`src/rtl/mips_ctrl_pkg.sv`:
```
// Shared encodings for the multi-cycle MIPS control path: FSM states, opcode/funct/rt
// constants, ALU operation codes, datapath mux selects and the instruction class.
package mips_ctrl_pkg;

    typedef enum logic [2:0] {
        S_INIT   = 3'd0,
        S_FETCH  = 3'd1,
        S_DECODE = 3'd2,
        S_EXEC   = 3'd3,
        S_MEM    = 3'd4,
        S_WB     = 3'd5
    } state_t;

    typedef enum logic [3:0] {
        CL_NONE   = 4'd0,
        CL_J      = 4'd1,
        CL_JR     = 4'd2,
        CL_JAL    = 4'd3,
        CL_JALR   = 4'd4,
        CL_BRANCH = 4'd5,
        CL_BGEZAL = 4'd6,
        CL_LOAD   = 4'd7,
        CL_STORE  = 4'd8,
        CL_ALU    = 4'd9
    } instr_class_t;

    localparam logic [5:0] OP_RTYPE  = 6'h00, OP_REGIMM = 6'h01, OP_J     = 6'h02;
    localparam logic [5:0] OP_JAL    = 6'h03, OP_BEQ    = 6'h04, OP_BNE   = 6'h05;
    localparam logic [5:0] OP_BLEZ   = 6'h06, OP_BGTZ   = 6'h07, OP_ADDI  = 6'h08;
    localparam logic [5:0] OP_ADDIU  = 6'h09, OP_SLTI   = 6'h0a, OP_SLTIU = 6'h0b;
    localparam logic [5:0] OP_ANDI   = 6'h0c, OP_ORI    = 6'h0d, OP_XORI  = 6'h0e;
    localparam logic [5:0] OP_LUI    = 6'h0f, OP_LW     = 6'h23, OP_SW    = 6'h2b;

    localparam logic [5:0] FN_SLL  = 6'h00, FN_SRL  = 6'h02, FN_SRA  = 6'h03;
    localparam logic [5:0] FN_SLLV = 6'h04, FN_SRLV = 6'h06, FN_SRAV = 6'h07;
    localparam logic [5:0] FN_JR   = 6'h08, FN_JALR = 6'h09, FN_ADD  = 6'h20;
    localparam logic [5:0] FN_ADDU = 6'h21, FN_SUB  = 6'h22, FN_SUBU = 6'h23;
    localparam logic [5:0] FN_AND  = 6'h24, FN_OR   = 6'h25, FN_XOR  = 6'h26;
    localparam logic [5:0] FN_NOR  = 6'h27, FN_SLT  = 6'h2a, FN_SLTU = 6'h2b;

    localparam logic [4:0] RT_BLTZ = 5'h00, RT_BGEZ = 5'h01, RT_BGEZAL = 5'h11;

    localparam logic [4:0] ALU_BLTZ = 5'b00000, ALU_BGEZ = 5'b00001, ALU_ADD  = 5'b00010;
    localparam logic [4:0] ALU_SUB  = 5'b00011, ALU_AND  = 5'b00100, ALU_OR   = 5'b00101;
    localparam logic [4:0] ALU_XOR  = 5'b00110, ALU_NOR  = 5'b00111, ALU_SRL  = 5'b01000;
    localparam logic [4:0] ALU_SRA  = 5'b01001, ALU_SLL  = 5'b01010, ALU_BNE  = 5'b01011;
    localparam logic [4:0] ALU_SLT  = 5'b01100, ALU_SLTU = 5'b01101, ALU_BLEZ = 5'b01110;
    localparam logic [4:0] ALU_BGTZ = 5'b01111;

    localparam logic [1:0] PC_SRC_PC4 = 2'd0, PC_SRC_BRANCH = 2'd1, PC_SRC_JUMP = 2'd2, PC_SRC_RS = 2'd3;
    localparam logic [1:0] REG_DST_RT = 2'd0, REG_DST_RD = 2'd1, REG_DST_RA = 2'd2;
    localparam logic [1:0] M2R_ALU = 2'd0, M2R_MEM = 2'd1, M2R_LINK = 2'd2;
    localparam logic [1:0] ALU_SRC_RT = 2'd0, ALU_SRC_IMM = 2'd1, ALU_SRC_SHAMT = 2'd2;
    localparam logic [1:0] EXT_SIGN = 2'd0, EXT_ZERO = 2'd1, EXT_UPPER = 2'd2, EXT_BRANCH = 2'd3;

    typedef struct packed {
        instr_class_t cls;
        logic [4:0]   alu_ctrl;
        logic [1:0]   alu_src;
        logic [1:0]   ext_op;
        logic [1:0]   reg_dst;
        logic         link;
    } decode_t;

endpackage

```
`src/rtl/mc_ctrl_if.sv`:
```
// Control bus between the multi-cycle sequencer (master) and the MIPS datapath (slave).
interface mc_ctrl_if;
    logic [31:0] cmd;
    logic        br_cond;
    logic        mem_ready;
    logic        pc_write;
    logic [1:0]  pc_src;
    logic        ir_write;
    logic        mem_read;
    logic        mem_write;
    logic        iord;
    logic        reg_write;
    logic [1:0]  reg_dst;
    logic [1:0]  mem_to_reg;
    logic [1:0]  alu_src;
    logic [1:0]  ext_op;
    logic [4:0]  alu_ctrl;
    logic [2:0]  state;
    logic [31:0] retired;

    modport master (
        input  cmd, br_cond, mem_ready,
        output pc_write, pc_src, ir_write, mem_read, mem_write, iord, reg_write,
               reg_dst, mem_to_reg, alu_src, ext_op, alu_ctrl, state, retired
    );

    modport slave (
        output cmd, br_cond, mem_ready,
        input  pc_write, pc_src, ir_write, mem_read, mem_write, iord, reg_write,
               reg_dst, mem_to_reg, alu_src, ext_op, alu_ctrl, state, retired
    );
endinterface

```
`src/rtl/mc_ctrl_decode.sv`:
```
// Combinational instruction classifier: maps the IR word to its class and the
// per-class ALU code, operand/extension selects, destination select and link flag.
module mc_ctrl_decode
    import mips_ctrl_pkg::*;
(
    input  logic [31:0] cmd,
    output decode_t     dec
);

    logic [5:0] op_s;
    logic [5:0] funct_s;
    logic [4:0] rt_s;

    assign op_s    = cmd[31:26];
    assign funct_s = cmd[5:0];
    assign rt_s    = cmd[20:16];

    // Class and per-class datapath selects; an all-zero word is a nop, not sll.
    always_comb begin
        dec = '{cls: CL_NONE, alu_ctrl: ALU_BLTZ, alu_src: ALU_SRC_RT,
                ext_op: EXT_SIGN, reg_dst: REG_DST_RT, link: 1'b0};
        if (cmd != 32'd0) begin
            case (op_s)
                OP_RTYPE: begin
                    dec.cls     = CL_ALU;
                    dec.reg_dst = REG_DST_RD;
                    case (funct_s)
                        FN_SLL:          begin dec.alu_ctrl = ALU_SLL; dec.alu_src = ALU_SRC_SHAMT; end
                        FN_SRL:          begin dec.alu_ctrl = ALU_SRL; dec.alu_src = ALU_SRC_SHAMT; end
                        FN_SRA:          begin dec.alu_ctrl = ALU_SRA; dec.alu_src = ALU_SRC_SHAMT; end
                        FN_SLLV:         dec.alu_ctrl = ALU_SLL;
                        FN_SRLV:         dec.alu_ctrl = ALU_SRL;
                        FN_SRAV:         dec.alu_ctrl = ALU_SRA;
                        FN_JR:           dec.cls = CL_JR;
                        FN_JALR:         begin dec.cls = CL_JALR; dec.link = 1'b1; end
                        FN_ADD, FN_ADDU: dec.alu_ctrl = ALU_ADD;
                        FN_SUB, FN_SUBU: dec.alu_ctrl = ALU_SUB;
                        FN_AND:          dec.alu_ctrl = ALU_AND;
                        FN_OR:           dec.alu_ctrl = ALU_OR;
                        FN_XOR:          dec.alu_ctrl = ALU_XOR;
                        FN_NOR:          dec.alu_ctrl = ALU_NOR;
                        FN_SLT:          dec.alu_ctrl = ALU_SLT;
                        FN_SLTU:         dec.alu_ctrl = ALU_SLTU;
                        default:         begin dec.cls = CL_NONE; dec.reg_dst = REG_DST_RT; end
                    endcase
                end
                OP_REGIMM: begin
                    dec.ext_op = EXT_BRANCH;
                    case (rt_s)
                        RT_BLTZ:   begin dec.cls = CL_BRANCH; dec.alu_ctrl = ALU_BLTZ; end
                        RT_BGEZ:   begin dec.cls = CL_BRANCH; dec.alu_ctrl = ALU_BGEZ; end
                        RT_BGEZAL: begin
                            dec.cls      = CL_BGEZAL;
                            dec.alu_ctrl = ALU_BGEZ;
                            dec.reg_dst  = REG_DST_RA;
                            dec.link     = 1'b1;
                        end
                        default:   begin dec.cls = CL_NONE; dec.ext_op = EXT_SIGN; end
                    endcase
                end
                OP_J:     dec.cls = CL_J;
                OP_JAL:   begin dec.cls = CL_JAL; dec.reg_dst = REG_DST_RA; dec.link = 1'b1; end
                OP_BEQ:   begin dec.cls = CL_BRANCH; dec.alu_ctrl = ALU_SUB;  dec.ext_op = EXT_BRANCH; end
                OP_BNE:   begin dec.cls = CL_BRANCH; dec.alu_ctrl = ALU_BNE;  dec.ext_op = EXT_BRANCH; end
                OP_BLEZ:  begin dec.cls = CL_BRANCH; dec.alu_ctrl = ALU_BLEZ; dec.ext_op = EXT_BRANCH; end
                OP_BGTZ:  begin dec.cls = CL_BRANCH; dec.alu_ctrl = ALU_BGTZ; dec.ext_op = EXT_BRANCH; end
                OP_ADDI, OP_ADDIU: begin dec.cls = CL_ALU; dec.alu_ctrl = ALU_ADD;  dec.alu_src = ALU_SRC_IMM; end
                OP_SLTI:  begin dec.cls = CL_ALU; dec.alu_ctrl = ALU_SLT;  dec.alu_src = ALU_SRC_IMM; end
                OP_SLTIU: begin dec.cls = CL_ALU; dec.alu_ctrl = ALU_SLTU; dec.alu_src = ALU_SRC_IMM; end
                OP_ANDI:  begin dec.cls = CL_ALU; dec.alu_ctrl = ALU_AND; dec.alu_src = ALU_SRC_IMM; dec.ext_op = EXT_ZERO; end
                OP_ORI:   begin dec.cls = CL_ALU; dec.alu_ctrl = ALU_OR;  dec.alu_src = ALU_SRC_IMM; dec.ext_op = EXT_ZERO; end
                OP_XORI:  begin dec.cls = CL_ALU; dec.alu_ctrl = ALU_XOR; dec.alu_src = ALU_SRC_IMM; dec.ext_op = EXT_ZERO; end
                OP_LUI:   begin dec.cls = CL_ALU; dec.alu_ctrl = ALU_ADD; dec.alu_src = ALU_SRC_IMM; dec.ext_op = EXT_UPPER; end
                OP_LW:    begin dec.cls = CL_LOAD;  dec.alu_ctrl = ALU_ADD; dec.alu_src = ALU_SRC_IMM; end
                OP_SW:    begin dec.cls = CL_STORE; dec.alu_ctrl = ALU_ADD; dec.alu_src = ALU_SRC_IMM; end
                default:  dec.cls = CL_NONE;
            endcase
        end else begin
            dec.cls = CL_NONE;
        end
    end

endmodule

```
`src/rtl/mc_ctrl.sv`:
```
// Multi-cycle MIPS sequencer: Moore FSM INIT/FETCH/DECODE/EXEC/MEM/WB plus retired counter.
// Optional CTRL_MEM_HANDSHAKE_EN stretches FETCH and MEM until mem_ready.
module mc_ctrl
    import mips_ctrl_pkg::*;
(
    input  logic      clk,
    input  logic      reset_n,
    mc_ctrl_if.master bus
);

    state_t      state_r;
    state_t      nstate_s;
    logic [31:0] retired_r;
    decode_t     dec_s;
    logic        mem_ok_s;
    logic        retire_s;

    mc_ctrl_decode u_decode (
        .cmd (bus.cmd),
        .dec (dec_s)
    );

`ifdef CTRL_MEM_HANDSHAKE_EN
    assign mem_ok_s = bus.mem_ready;
`else
    logic unused_mem_ready_s;
    assign unused_mem_ready_s = bus.mem_ready;
    assign mem_ok_s = 1'b1;
`endif

    // Next state and per-state datapath controls.
    always_comb begin
        nstate_s       = state_r;
        bus.pc_write   = 1'b0;
        bus.pc_src     = PC_SRC_PC4;
        bus.ir_write   = 1'b0;
        bus.mem_read   = 1'b0;
        bus.mem_write  = 1'b0;
        bus.iord       = 1'b0;
        bus.reg_write  = 1'b0;
        bus.reg_dst    = REG_DST_RT;
        bus.mem_to_reg = M2R_ALU;
        bus.alu_src    = ALU_SRC_RT;
        bus.ext_op     = EXT_SIGN;
        bus.alu_ctrl   = ALU_BLTZ;
        case (state_r)
            S_INIT: nstate_s = S_FETCH;
            S_FETCH: begin
                bus.mem_read = 1'b1;
                bus.ir_write = mem_ok_s;
                bus.pc_write = mem_ok_s;
                if (mem_ok_s) nstate_s = S_DECODE;
                else          nstate_s = S_FETCH;
            end
            S_DECODE: begin
                case (dec_s.cls)
                    CL_J:    begin bus.pc_write = 1'b1; bus.pc_src = PC_SRC_JUMP; nstate_s = S_FETCH; end
                    CL_JR:   begin bus.pc_write = 1'b1; bus.pc_src = PC_SRC_RS;   nstate_s = S_FETCH; end
                    CL_JAL:  begin bus.pc_write = 1'b1; bus.pc_src = PC_SRC_JUMP; nstate_s = S_WB;    end
                    CL_JALR: begin bus.pc_write = 1'b1; bus.pc_src = PC_SRC_RS;   nstate_s = S_WB;    end
                    CL_NONE: nstate_s = S_FETCH;
                    default: nstate_s = S_EXEC;
                endcase
            end
            S_EXEC: begin
                bus.alu_src  = dec_s.alu_src;
                bus.ext_op   = dec_s.ext_op;
                bus.alu_ctrl = dec_s.alu_ctrl;
                case (dec_s.cls)
                    CL_BRANCH: begin bus.pc_write = bus.br_cond; bus.pc_src = PC_SRC_BRANCH; nstate_s = S_FETCH; end
                    CL_BGEZAL: begin bus.pc_write = bus.br_cond; bus.pc_src = PC_SRC_BRANCH; nstate_s = S_WB;    end
                    CL_LOAD, CL_STORE: nstate_s = S_MEM;
                    CL_ALU:    nstate_s = S_WB;
                    default:   nstate_s = S_FETCH;
                endcase
            end
            S_MEM: begin
                // ALU controls stay at their EXEC values so the memory address is stable.
                bus.iord     = 1'b1;
                bus.alu_src  = dec_s.alu_src;
                bus.ext_op   = dec_s.ext_op;
                bus.alu_ctrl = dec_s.alu_ctrl;
                case (dec_s.cls)
                    CL_LOAD: begin
                        bus.mem_read = 1'b1;
                        if (mem_ok_s) nstate_s = S_WB;
                        else          nstate_s = S_MEM;
                    end
                    CL_STORE: begin
                        bus.mem_write = 1'b1;
                        if (mem_ok_s) nstate_s = S_FETCH;
                        else          nstate_s = S_MEM;
                    end
                    default: nstate_s = S_FETCH;
                endcase
            end
            S_WB: begin
                bus.reg_write = 1'b1;
                bus.reg_dst   = dec_s.reg_dst;
                bus.alu_src   = dec_s.alu_src;
                bus.ext_op    = dec_s.ext_op;
                bus.alu_ctrl  = dec_s.alu_ctrl;
                if (dec_s.link)                bus.mem_to_reg = M2R_LINK;
                else if (dec_s.cls == CL_LOAD) bus.mem_to_reg = M2R_MEM;
                else                           bus.mem_to_reg = M2R_ALU;
                nstate_s = S_FETCH;
            end
            default: nstate_s = S_INIT;
        endcase
    end

    // An instruction ends on any entry into FETCH except from INIT or a held FETCH.
    assign retire_s = (nstate_s == S_FETCH) && (state_r != S_INIT) && (state_r != S_FETCH);

    // State register and retired-instruction counter.
    always_ff @(posedge clk or negedge reset_n) begin
        if (!reset_n) begin
            state_r   <= S_INIT;
            retired_r <= 32'd0;
        end else begin
            state_r <= nstate_s;
            if (retire_s) retired_r <= retired_r + 32'd1;
        end
    end

    assign bus.state   = state_r;
    assign bus.retired = retired_r;

endmodule

```
`src/flat_wrapper.sv`:
```
// flat-port wrapper written by rule: the top's interface ports become plain ports
module mc_ctrl_flat import mips_ctrl_pkg::*;
  (clk, reset_n, bus_cmd, bus_br_cond, bus_mem_ready, bus_pc_write, bus_pc_src, bus_ir_write, bus_mem_read, bus_mem_write, bus_iord, bus_reg_write, bus_reg_dst, bus_mem_to_reg, bus_alu_src, bus_ext_op, bus_alu_ctrl, bus_state, bus_retired);
  mc_ctrl_if bus_i ();
  input  logic clk;
  input  logic reset_n;
  input wire logic [$bits(bus_i.cmd)-1:0] bus_cmd;
  input wire logic [$bits(bus_i.br_cond)-1:0] bus_br_cond;
  input wire logic [$bits(bus_i.mem_ready)-1:0] bus_mem_ready;
  output wire logic [$bits(bus_i.pc_write)-1:0] bus_pc_write;
  output wire logic [$bits(bus_i.pc_src)-1:0] bus_pc_src;
  output wire logic [$bits(bus_i.ir_write)-1:0] bus_ir_write;
  output wire logic [$bits(bus_i.mem_read)-1:0] bus_mem_read;
  output wire logic [$bits(bus_i.mem_write)-1:0] bus_mem_write;
  output wire logic [$bits(bus_i.iord)-1:0] bus_iord;
  output wire logic [$bits(bus_i.reg_write)-1:0] bus_reg_write;
  output wire logic [$bits(bus_i.reg_dst)-1:0] bus_reg_dst;
  output wire logic [$bits(bus_i.mem_to_reg)-1:0] bus_mem_to_reg;
  output wire logic [$bits(bus_i.alu_src)-1:0] bus_alu_src;
  output wire logic [$bits(bus_i.ext_op)-1:0] bus_ext_op;
  output wire logic [$bits(bus_i.alu_ctrl)-1:0] bus_alu_ctrl;
  output wire logic [$bits(bus_i.state)-1:0] bus_state;
  output wire logic [$bits(bus_i.retired)-1:0] bus_retired;
  assign bus_i.cmd = bus_cmd;
  assign bus_i.br_cond = bus_br_cond;
  assign bus_i.mem_ready = bus_mem_ready;
  assign bus_pc_write = bus_i.pc_write;
  assign bus_pc_src = bus_i.pc_src;
  assign bus_ir_write = bus_i.ir_write;
  assign bus_mem_read = bus_i.mem_read;
  assign bus_mem_write = bus_i.mem_write;
  assign bus_iord = bus_i.iord;
  assign bus_reg_write = bus_i.reg_write;
  assign bus_reg_dst = bus_i.reg_dst;
  assign bus_mem_to_reg = bus_i.mem_to_reg;
  assign bus_alu_src = bus_i.alu_src;
  assign bus_ext_op = bus_i.ext_op;
  assign bus_alu_ctrl = bus_i.alu_ctrl;
  assign bus_state = bus_i.state;
  assign bus_retired = bus_i.retired;
  mc_ctrl u_core (.clk(clk), .reset_n(reset_n), .bus(bus_i));
endmodule
```
`config.mk`:
```
export PLATFORM = sky130hd
export DESIGN_NAME = mc_ctrl_flat
export DESIGN_NICKNAME = d
export VERILOG_FILES = /design/src/rtl/mips_ctrl_pkg.sv /design/src/rtl/mc_ctrl_if.sv /design/src/rtl/mc_ctrl_decode.sv /design/src/rtl/mc_ctrl.sv /design/src/flat_wrapper.sv
export SDC_FILE = /design/constraint.sdc
export NUM_CORES = 1
export LEC_CHECK = 0
export CAP_MARGIN = 0
export CORE_ASPECT_RATIO = 0.5
export CORE_UTILIZATION = 50
export DETAILED_ROUTE_END_ITERATION = 10
export HOLD_SLACK_MARGIN = 0.02
export PLACE_DENSITY = 0.86
export RECOVER_POWER = 25
export SLEW_MARGIN = 20
export SYNTH_ARGS = -nofsm -noshare
export SYNTH_HDL_FRONTEND = slang
export SYNTH_HIERARCHICAL = 1
export SYNTH_SLANG_ARGS = --single-unit
```
`constraint.sdc`:
```
create_clock -name clk -period 8.6 [get_ports clk]
set_input_delay 1.72 -clock clk [delete_from_list [all_inputs] [get_ports clk]]
set_output_delay 1.72 -clock clk [all_outputs]
set_load 0.03 [all_outputs]
```
==> impl_metrics.py <==
metrics = {
    "synthesis": {
        "synth-edff-count": 0,
        "ys_warn_count": 6,
        "ys_types": 70,
        "synthFlopType": "dfrtp_1",
        "synth-async-reset-ratio": 1.00,
        "synth_nets": 356,
        "synthCells": 319,
        "yosys_register_bits": 35,
        "syn-mean-instance-area_um2": 8.74,
        "synth_area_mm2": 0.00279,
        "yosysSeqAreaShare": 0.314,
    },
    "detailed_routing": {
        "ant_nets": 0,
        "wl_per_cell_um": 15.5,
        "drt_iter0_markers": 128,
        "viasPerCell": 5.72,
        "vias": 2643,
        "drc_errors": 0,
        "drt_wl_total_mm": 7.14,
        "dr.pass1.iters": 4,
    },
    "global_routing": {
        "antenna_found_initial": 0,
        "grt_max_degree": 36,
        "grt_overflow": 0,
        "grtUsageTotal": 0.250,
        "grt_pass1_vias": 2467,
        "grt_pass1_wl_mm": 11.3,
    },
    "placed_design": {
        "routabilityCongestion": 0.913,
        "dp.cells": 456,
        "io_buffers": 89,
        "detailed_place_hpwl_mm": 5.31,
    },
    "sta": {
        "slew_viol_final": 36,
        "rsz0062_at_grt": "no",
        "post-route-period-util": 0.795,
        "setup_tns_ps": 0,
        "setup_viol": 0,
        "finalHoldViolCount": 0,
        "min_period_ps": 6840,
        "relSlewSlack": -0.191,
        "clock_skew_ps": 1.77,
        "fmax_ghz": 0.146,
        "worst-slew-pin-transition_ps": 1790,
    },
    "clock_network": {
        "htreeDepth": 2,
        "clk_latency_ps": 280,
        "cts_setup_buffers": 0,
        "hold_buffers": 0,
        "cts.root.buffer_cell": "clkbuf_8",
        "clk_path_buf_depth": 2,
        "cts_tree": "done",
        "path_clk_slew_ps": 60,
        "clock_sinks": 35,
        "numCtsBuffers": 5,
        "cts_resized": 0,
    },
    "floorplanning": {
        "die_w_um": 108,
        "dieArea_mm2": 0.00590,
        "core-area_mm2": 0.00513,
        "fp.dieH_um": 54.8,
        "start_util": 0.543,
        "pin_count": 92,
        "fp-row-count": 18,
    },
    "cells_and_area": {
        "final_cell_mix": "clkdlybuf4s50_1, dfrtp_1, nand2_1",
        "n_antenna_cell": 0,
        "area_growth_pct": 32.3,
        "multiInputGateArea_mm2": 0.00172,
        "seqCellArea_um2": 876,
        "layout.cells.non_filler": 462,
        "final_common_cell": "clkdlybuf4s50_1",
        "drive_above_1_share": 0.0689,
        "fill_cells": 387,
        "layout.nets": 430,
    },
    "worst_setup_path": {
        "arrival_ps": 5120,
        "cp_max_fo": 13,
        "critPathKind": "primary input to output pin",
        "start_kind": "primary input",
        "end_kind": "output pin",
        "worst_ep_required_time_ps": 6880,
    },
    "power": {
        "power_leakage_nw": 1.57,
        "cellPowerDensity_mw_per_mm2": 149,
        "total_power_w": 0.000551,
        "vdd_drop_max_uv": 221,
    },
    "hold_path": {
        "hp-class": "register to register",
    },
    "flow_run": {
        "max-cap-violations": 1,
    },
    "outcome": {
        "violations": "capacitance limit, slew limit",
        "status": "complete, but fails checks",
    },
}
==> final timing paths <==
path	depth (start not counted)	to	slack (ps)	start
setup / recovery	9	bus_pc_write	1760	bus_cmd[29]
hold / removal	1	u_core/bus.retired[31]	480	u_core/bus.retired[31]
setup reg to reg	6	u_core/bus.retired[4]	6110	u_core/bus.state[1]
hold reg to reg	1	u_core/bus.retired[31]	480	u_core/bus.retired[31]
max in group asynchronous	2	u_core/bus.retired[12]	5120	reset_n
min in group asynchronous	2	u_core/bus.retired[9]	2450	reset_n
==> per-layer routing <==
| layer | vias to the layer above | wire length, um | GRT usage |
|---|---|---|---|
| li1 | 1297 | - | - |
| met1 | 1251 | 3140 | 0.296 |
| met2 | 82 | 3470 | 0.458 |
| met3 | 13 | 420 | 0.0548 |
| met4 | 0 | 116 | 0.0959 |
| met5 | - | 0 | 0 |
==> cells by family after synthesis <==
kind of cell,synth area share
other,0.00134
xor gates and xnor gates,0.107
and+or+nand+nor,0.376
buffers and inverters,0.0704
AOI/OAI and AO/OA,0.115
muxes,0.00404
adders and majority gates,0.0117
DFF,0.314
==> per-stage QoR <==
stage	util	cell area, um2	setup WS, ps	hold slack (ps)
floorplan	-	2790	2360	649
global placement	0.705	3620	1860	475
detailed placement	0.705	3620	1800	482
CTS	0.719	3690	1780	480
global route	0.718	3690	1510	505
finish	0.718	3690	1760	477
==> sequential cells by signal, indices dropped and copies added, names as in the netlist <==
name / count
u_core/bus.retired: 32
u_core/bus.state: 3
==> cell type report <==
| class | count | share of cell area |
|---|---|---|
| Tap cell | 70 | 0.0237 |
| Inverter | 11 | 0.0112 |
| Sequential cell | 35 | 0.237 |
| Timing Repair Buffer | 90 | 0.243 |
| Multi-Input combinational cell | 250 | 0.465 |
| Clock buffer | 6 | 0.0197 |
==> cells in the mapped netlist, types with 6 or more instances <==
| library cell | count | share of area |
|---|---|---|
| a21oi_1 | 10 | 0.018 |
| and2_1 | 13 | 0.029 |
| and3_1 | 17 | 0.038 |
| buf_2 | 9 | 0.016 |
| buf_6 | 6 | 0.024 |
| dfrtp_1 | 35 | 0.31 |
| inv_1 | 11 | 0.015 |
| nand2_1 | 19 | 0.026 |
| nand2b_1 | 7 | 0.016 |
| nand3_1 | 6 | 0.011 |
| nand4_1 | 11 | 0.025 |
| nor2_1 | 15 | 0.020 |
| nor2b_1 | 7 | 0.016 |
| nor3_1 | 17 | 0.031 |
| nor4_1 | 13 | 0.029 |
| o21ai_0 | 7 | 0.013 |
| xnor2_1 | 18 | 0.057 |
| xor2_1 | 16 | 0.050 |
==> report_power, final <==
group	switching (W)	leakage, nW	internal, W
Sequential	0.0000260	0.457	0.000182
Combinational	0.000139	1.08	0.0000982
Clock	0.0000519	0.0371	0.0000538
==> worst max-delay path: stages <==
cell and delay, ps:
clkdlybuf4s50_1 650, or2_2 470, nor4_2 210, nand3_1 150
o211a_1 220, or3b_1 440, nor4_1 380, or2_2 190
clkdlybuf4s50_1 680
Note: power is estimated with default switching activity, not from simulation.
